**src/rtl/mips32_prefetch_queue.sv**
```systemverilog
// mips32_prefetch_queue
// Instruction prefetch queue that sits between a 1-cycle-latency instruction
// memory and the IF/ID pipeline register. It issues one word fetch per cycle
// while queue credit allows. Responses are buffered and presented at the head
// as {ir_out, npc_out}. A taken branch (redirect) flushes the queue and restarts
// fetch at the target. halt_in stops new fetches while the queue keeps draining.
//
// Optional feature: define PFQ_BYPASS_EN to forward a response that arrives
// while the queue is empty straight to the head outputs in the same cycle.
module mips32_prefetch_queue #(
    parameter int DEPTH = 4,
    parameter int AW    = 10
) (
    input  logic                     clk,
    input  logic                     rst,
    output logic                     imem_req,
    output logic [AW-1:0]            imem_addr,
    input  logic [31:0]              imem_rdata,
    input  logic                     redirect_valid,
    input  logic [31:0]              redirect_pc,
    input  logic                     halt_in,
    output logic [31:0]              ir_out,
    output logic [31:0]              npc_out,
    output logic                     ir_valid,
    input  logic                     ir_ready,
    output logic [$clog2(DEPTH):0]   occupancy
);

    localparam int PW = $clog2(DEPTH);
    localparam int CW = PW + 1;

    typedef struct packed {
        logic [31:0] ir;
        logic [31:0] npc;
    } entry_t;

    entry_t          queue_q [DEPTH];
    logic [PW-1:0]   rd_ptr_q, rd_ptr_d;
    logic [PW-1:0]   wr_ptr_q, wr_ptr_d;
    logic [CW-1:0]   count_q, count_d;
    logic [31:0]     fetch_pc_q, fetch_pc_d;
    logic [31:0]     inflight_pc_q, inflight_pc_d;
    logic            inflight_q, inflight_d;

    logic            credit;
    logic            resp_valid;
    logic            bypass;
    logic            push;
    logic            pop;
    entry_t          resp_entry;
    entry_t          out_entry;

    // Fetch issue: request only when the queue can absorb every word already in flight.
    always_comb begin
        credit    = ({1'b0, count_q} + {{CW{1'b0}}, inflight_q}) < (CW+1)'(DEPTH);
        imem_req  = !rst && !halt_in && !redirect_valid && credit;
        imem_addr = fetch_pc_q[AW-1:0];
    end

    // Response handling, head selection and the push/pop handshake.
    always_comb begin
        // NOTE: every signal gets a default first so no path leaves it unassigned (no latch).
        resp_valid       = inflight_q && !redirect_valid && !rst;
        resp_entry.ir    = imem_rdata;
        resp_entry.npc   = inflight_pc_q + 32'd1;
`ifdef PFQ_BYPASS_EN
        bypass           = resp_valid && (count_q == '0);
`else
        bypass           = 1'b0;
`endif
        ir_valid         = !rst && ((count_q != '0) || bypass);
        out_entry        = '0;
        if (bypass) begin
            out_entry = resp_entry;
        end else if (ir_valid) begin
            out_entry = queue_q[rd_ptr_q];
        end
        ir_out           = out_entry.ir;
        npc_out          = out_entry.npc;
        // A redirect discards any same-cycle handshake; a consumed bypass word is never stored.
        pop              = !rst && !redirect_valid && (count_q != '0) && ir_ready;
        push             = resp_valid && !(bypass && ir_ready);
        occupancy        = rst ? '0 : count_q;
    end

    // Next-state for fetch PC, in-flight tracking, queue pointers and count.
    always_comb begin
        fetch_pc_d    = fetch_pc_q;
        inflight_d    = imem_req;
        inflight_pc_d = imem_req ? fetch_pc_q : inflight_pc_q;
        rd_ptr_d      = rd_ptr_q;
        wr_ptr_d      = wr_ptr_q;
        count_d       = count_q;
        if (redirect_valid) begin
            fetch_pc_d = redirect_pc;
            rd_ptr_d   = '0;
            wr_ptr_d   = '0;
            count_d    = '0;
        end else begin
            if (imem_req) begin
                fetch_pc_d = fetch_pc_q + 32'd1;
            end
            if (pop) begin
                rd_ptr_d = rd_ptr_q + PW'(1);
            end
            if (push) begin
                wr_ptr_d = wr_ptr_q + PW'(1);
            end
            unique case ({push, pop})
                2'b10:   count_d = count_q + CW'(1);
                2'b01:   count_d = count_q - CW'(1);
                default: count_d = count_q;
            endcase
        end
    end

    // Control state registers with synchronous reset.
    always_ff @(posedge clk) begin
        // NOTE: sequential state uses non-blocking assignments so all flops update together.
        if (rst) begin
            fetch_pc_q    <= '0;
            inflight_q    <= 1'b0;
            inflight_pc_q <= '0;
            rd_ptr_q      <= '0;
            wr_ptr_q      <= '0;
            count_q       <= '0;
        end else begin
            fetch_pc_q    <= fetch_pc_d;
            inflight_q    <= inflight_d;
            inflight_pc_q <= inflight_pc_d;
            rd_ptr_q      <= rd_ptr_d;
            wr_ptr_q      <= wr_ptr_d;
            count_q       <= count_d;
        end
    end

    // Queue storage write port.
    always_ff @(posedge clk) begin
        // NOTE: storage is not reset; count_q alone decides which entries are meaningful.
        if (push) begin
            queue_q[wr_ptr_q] <= resp_entry;
        end
    end

endmodule
```
**config.mk**
```make
export PLATFORM = sky130hd
export DESIGN_NAME = mips32_prefetch_queue
export DESIGN_NICKNAME = d
export VERILOG_FILES = /design/src/rtl/mips32_prefetch_queue.sv
export SDC_FILE = /design/constraint.sdc
export NUM_CORES = 1
export LEC_CHECK = 0
export ABC_AREA = 0
export ABC_CLOCK_PERIOD_IN_PS = 4240
export CAP_MARGIN = 10
export CORE_ASPECT_RATIO = 0.9
export CORE_MARGIN = 2
export CORE_UTILIZATION = 55
export DETAILED_ROUTE_END_ITERATION = 7
export GPL_ROUTABILITY_DRIVEN = 0
export PLACE_DENSITY = 0.87
export SYNTH_ARGS = -nofsm -noshare
export SYNTH_HDL_FRONTEND = slang
export SYNTH_SLANG_ARGS = --single-unit
```
**constraint.sdc**
```tcl
create_clock -name clk -period 4.24 [get_ports clk]
set_input_delay 0.848 -clock clk [delete_from_list [all_inputs] [get_ports clk]]
set_output_delay 0.848 -clock clk [all_outputs]
set_load 0.02 [all_outputs]
```
==> results of run 1 <==
==> logic make-up after synthesis <==
family,after synthesis,synth area share
multiplexers,72,0.111
adder cells (fa/ha/maj),8,0.00784
AND/OR/NAND/NOR,316,0.117
flip-flops,330,0.668
AO/OA/AOI/OAI,99,0.0427
XOR/XNOR,40,0.0255
buffers and inverters,84,0.0278
==> state kept, by name, summed over array words and instances, names as in the netlist, named ones only <==
register / cells
count_q: 3
fetch_pc_q: 32
inflight_pc_q: 32
inflight_q: 1
queue_q: 256
rd_ptr_q: 2
wr_ptr_q: 2
==> cell usage after synthesis, types with 11 or more instances <==
master,count,area share
a21oi_1,50,0.018
a31oi_1,13,0.0059
and2_1,69,0.031
and3_1,12,0.0055
buf_2,13,0.0047
buf_4,11,0.0060
clkbuf_1,38,0.010
dfxtp_1,74,0.11
edfxtp_1,256,0.56
inv_1,19,0.0052
mux4_2,64,0.11
nand2_1,106,0.029
nand3_1,24,0.0088
nand4_1,24,0.011
nor2_1,42,0.011
o21ai_0,12,0.0044
xnor2_1,23,0.015
xor2_1,17,0.011
==> path summary, 6_finish.rpt <==
path	slack, ps	endpoint	cells past startpoint
min	460	inflight_pc_q[30]	2
min reg2reg	460	inflight_pc_q[30]	2
max	580	npc_out[13]	4
max reg2reg	1750	fetch_pc_q[28]	6
==> power breakdown <==
part           switching (mW)  internal (mW)
Clock                    1.21           1.76
Sequential             0.0384           3.50
Combinational           0.110          0.107
Total                    1.36           5.36
==> worst reg2reg max path, stage by stage, from the launching register on <==
cell,delay [ps]
dfxtp_1,480
ha_1,240
nand3_1,220
or4_1,560
or4_1,590
o31ai_1,200
o21bai_1,140
==> layout make-up <==
class	count	area, um^2	area share
flip-flops and latches	330	9170	0.551
multi-input cells	535	4190	0.251
repair buffers	165	1680	0.101
clock buffers	46	938	0.0563
well taps	336	420	0.0252
clock inverters	18	185	0.0111
inverters	20	76.3	0.00458
==> metrics by stage <==
| stage | hold WS [ps] | area (um^2) | worst slack (ps) | total power, mW | util |
|---|---|---|---|---|---|
| 2_1_floorplan | 436 | 13700 | 865 | 3.70 | - |
| 4_1_cts | 463 | 16700 | 511 | 6.76 | 0.683 |
| 5_1_grt | 503 | 16700 | 430 | 6.90 | 0.683 |
| 3_5_place_dp | 455 | 15500 | 623 | 3.82 | 0.637 |
| 6_report | 465 | 16700 | 581 | 6.72 | 0.683 |
| 3_3_place_gp | 445 | 15500 | 658 | 3.81 | 0.637 |
==> per-layer routing <==
metal  wire, um  up-vias  GRT usage
met4        524        0     0.0558
met2      13700      368      0.360
met5          0        -          0
li1           -     3843          -
met3       1950       48     0.0350
met1      12000     4101      0.308
==> metrics, run 1 <==
outcome finished, final reports clean; unrepaired setup endpoints after global routing no; CP Buf/Inv Count 2; Period minus WS final between 3000 and 4000 ps; count of warnings emitted by yosys 0; Worst slew margin 0.443; commonest non-fill, non-tap cell in the layout edfxtp_1; Layout Skew 17.5 ps; synthesized area between 0.01 and 0.015 mm^2; initial antenna violation count 0; Worst VDD drop roughly 0.23 mV; Top Ports roughly 150; vias in the first global route 8396; Cell Pwr Density roughly 400 mW/mm^2; crit-path leading delay family buffers and inverters; synthesized area per cell 14.5 um^2; Filler Cells Inserted 1627; net count after synthesis 1026; CTS Buf Count 35; Core Footprint 0.0244 mm^2; setup_tns 0 ps; layout cells sized above 1 0.139; Routed Antenna Nets 0; maximum buffer depth of the clock tree 3; Syn-to-layout area delta 21.4%; drt pass-1 iters 5; Reg clk slew, reported paths approximately 60 ps; highest clock rate 273 MHz; post-DR wirelength/cell 19.4 um; Port Buffer Count 147; fin. max-slew vios 0; Tightest Pin Transition 829 ps; H-tree levels 2; Starting Density 0.563; DIE HEIGHT ~150 um; Worst Hold Launch inflight_pc_q[30]; # diodes 0; CTS sink cnt 330; CTS tree yes; insertion delay to the later sink of the worst-skew pair 520 ps; Mapped Cells approximately 950; slowest cell on the critical path dfxtp_4; cts hold-fix bufs 0; gr ovfl total 0; Max-Cap Viols 0; violation count after the first detailed-routing iteration between 700 and 800; NumNets Final around 1.2k; Data required, critical path around 3400 ps; Post-synth EDFFs 256; crit end category primary output; first-pass GRT wire length ~45000 um; critical path's largest stage delay roughly 630 ps; nature of the critical path startpoint flip-flop; post-synthesis sequential area ratio 0.668; drt total wl 28200 um; leakage power ~5.5 nW; Final Non-Filler Cells between 1k and 1.5k; Post-DP HPWL 17200 um; die width approximately 170 um; GRT Total Usage 0.219; post-synthesis cell type count 50; DR vias around 8.4k; Seq cells post-synth between 300 and 400; largest net degree at the start of global routing 67; hold crit path type flip-flop to flip-flop; Fin. Hold Viols 0; most frequent cells in the layout 256 x edfxtp_1, 146 x clkdlybuf4s50_1, 106 x nand2_1, 72 x dfxtp_1, 69 x and2_1; critical-path maximum fanout 21; crit-path cells buf_4 -> mux4_2 -> and2_1 -> clkdlybuf4s50_1; DRC Markers 0; ys flop type edfxtp_1; asr flop ratio synth 0; placed cell count between 1k and 1.5k; die area ~0.026 mm^2; kind of critical path flip-flop to primary output; vias per cell around 5.8; Setup Viol. Count Final 0; post-CTS resize count 0; CTS Root Cell clkbuf_16; fin crit share 0.863; row count 54; CP arrival approximately 2800 ps; RR Startpoint fetch_pc_q[1]; post-CTS setup buffers 0
Power figures use the tool's default switching activity.
==> run 2, diff against run 1 <==
- SKIP_CTS_REPAIR_TIMING: unset -> 1
==> results of run 2 <==
No change in the layout: final DEF, timing and power equal those of run 1.
==> run 3, diff against run 2 <==
- CAP_MARGIN: 10 -> unset
- CORE_ASPECT_RATIO: 0.9 -> 1.25
- CORE_UTILIZATION: 55 -> 50
- PLACE_DENSITY: 0.87 -> 0.81
==> run 3 against run 2 <==
  * First-iteration DRC count fell by 37%
  * Sequential power about the same
  * Final cell count barely moved
  * Critical path type unchanged
==> metrics, run 3 (synthesis gave the netlist of run 1 again) <==
outcome finished, final reports clean; nature of the critical path startpoint flip-flop; CTS sink cnt 330 (unchanged); H-tree levels 1 (-1); drt total wl 26500 um (-5.9%); CTS Root Cell clkbuf_16; CTS Buf Count 31 (-11%); DR vias 8130 (-2.8%); vias in the first global route 8144 (-3.0%); initial antenna violation count 0 (unchanged); # diodes 0 (unchanged); die width 152 um (-11%); Tightest Pin Transition 836 ps (+6.77 ps); Port Buffer Count 147 (unchanged); Cell Pwr Density 409 mW/mm^2 (+1.4%); setup_tns 0 ps (unchanged); gr ovfl total 0 (unchanged); Layout Skew 24.8 ps (+7.29 ps); most frequent cells in the layout 256 x edfxtp_1, 146 x clkdlybuf4s50_1, 106 x nand2_1, 72 x dfxtp_1, 69 x and2_1; Max-Cap Viols 0 (unchanged); critical path's largest stage delay 580 ps (-50 ps); CTS tree yes; die area 0.0288 mm^2 (+9.8%); kind of critical path flip-flop to primary output; fin crit share 0.864 (+0.00145); NumNets Final 1157 (-0.60%); DRT met1 WL 11000 um (-8.5%); Worst slew margin 0.438 (-0.00455); Starting Density 0.510 (-0.0527); crit-path cells buf_4 -> mux4_2 -> and2_1 -> clkdlybuf4s50_1; fin. max-slew vios 0 (unchanged); CP Buf/Inv Count 2 (unchanged); top sig layer met4; Data required, critical path 3390 ps (about the same); Filler Cells Inserted 2004 (+23%); GRT Total Usage 0.184 (-0.0343); row count 67 (+24%); crit end category primary output; Fin. Hold Viols 0 (unchanged); met2 wire len 13600 um (-0.25%); layout cells sized above 1 0.136 (-0.00327); insertion delay to the later sink of the worst-skew pair 560 ps (+40 ps); Post-DP HPWL 16200 um (-5.8%); Core Footprint 0.0269 mm^2 (+10%); total power 6.82 mW (+1.6%); Setup Viol. Count Final 0 (unchanged); Routed Antenna Nets 0 (unchanged); first-pass GRT wire length 42800 um (-4.7%); vias per cell 5.61 (-2.7%); DIE HEIGHT 189 um (+23%); CP arrival 2820 ps (about the same); WL met3 1380 um (-29%); Worst VDD drop 0.334 mV (+48%); largest reg by FF count queue_q; Syn-to-layout area delta 21.6%; maximum buffer depth of the clock tree 3 (unchanged); Top Ports 148 (unchanged); unrepaired setup endpoints after global routing no; post-DR wirelength/cell 18.3 um (-5.9%); hold_ws 465 ps (-0.470 ps); highest clock rate 273 MHz (-0.17%); critical-path maximum fanout 17 (-19%); Largest register FFs 256 (unchanged); crit-path leading delay family buffers and inverters; hold crit path type flip-flop to flip-flop; leakage power 5.52 nW (-0.15%); violation count after the first detailed-routing iteration 502 (-37%); commonest non-fill, non-tap cell in the layout edfxtp_1; Reg clk slew, reported paths 60 ps (about the same); Period minus WS final 3670 ps (+6.16 ps); slowest cell on the critical path mux4_2; largest net degree at the start of global routing 66 (-1.5%); DRC Markers 0 (unchanged); drt pass-1 iters 6 (+1); biggest regs queue_q x256, fetch_pc_q x32, inflight_pc_q x32
## run 3: changes by cell type in the layout (fill, tap and decap cells not counted), sizes merged
cell / change
clkinvlp: +2
clkinv: -3
bufinv: +7
inv: -1
buf: -3
clkbuf: -12
## run 3: routing by layer
layer | GRT usage | vias up
li1 | - | 3826
met1 | 0.240 | 4012
met2 | 0.330 | 253
met3 | 0.0236 | 39
met4 | 0.0464 | 0
met5 | 0 | -
## run 3: layout make-up
type / instances / area, um^2 / area share
Clock buffer: 34 / 787 / 0.0472
Multi-Input combinational cell: 535 / 4190 / 0.251
Timing Repair Buffer: 162 / 1670 / 0.0999
Tap cell: 345 / 432 / 0.0259
Sequential cell: 330 / 9170 / 0.550
Inverter: 20 / 76.3 / 0.00457
Clock inverter: 23 / 367 / 0.0220
## run 3: report_power, final
group | internal (mW) | total (mW) | switching, mW
clock | 1.94 | 3.08 | 1.14
sequential | 3.49 | 3.53 | 0.0366
combinational | 0.108 | 0.215 | 0.108
## run 3: worst min-delay path, delay by kind of cell, from the launching register on
family	cells	cell delay, ps
flip-flops	1	310
AND/OR/NAND/NOR	1	60
AO/OA/AOI/OAI	1	50
## run 3: worst paths after layout
path	from	end	slack, ps	cells after the start
setup / recovery	flip-flop	npc_out[8]	570	4
hold / removal	inflight_pc_q[8]	inflight_pc_q[8]	460	2
setup reg to reg	count_q[2]	fetch_pc_q[14]	1760	7
hold reg to reg	inflight_pc_q[8]	inflight_pc_q[8]	460	2
## run 3: per-stage QoR
stage	area, um^2	setup WS, ps	utilization	std cells
6_report	16700	575	0.620	1449
5_1_grt	16700	414	0.620	1449
4_1_cts	16700	488	0.620	1449
3_5_place_dp	15500	567	0.577	1392
3_3_place_gp	15500	582	0.577	1392
2_1_floorplan	13700	865	-	949
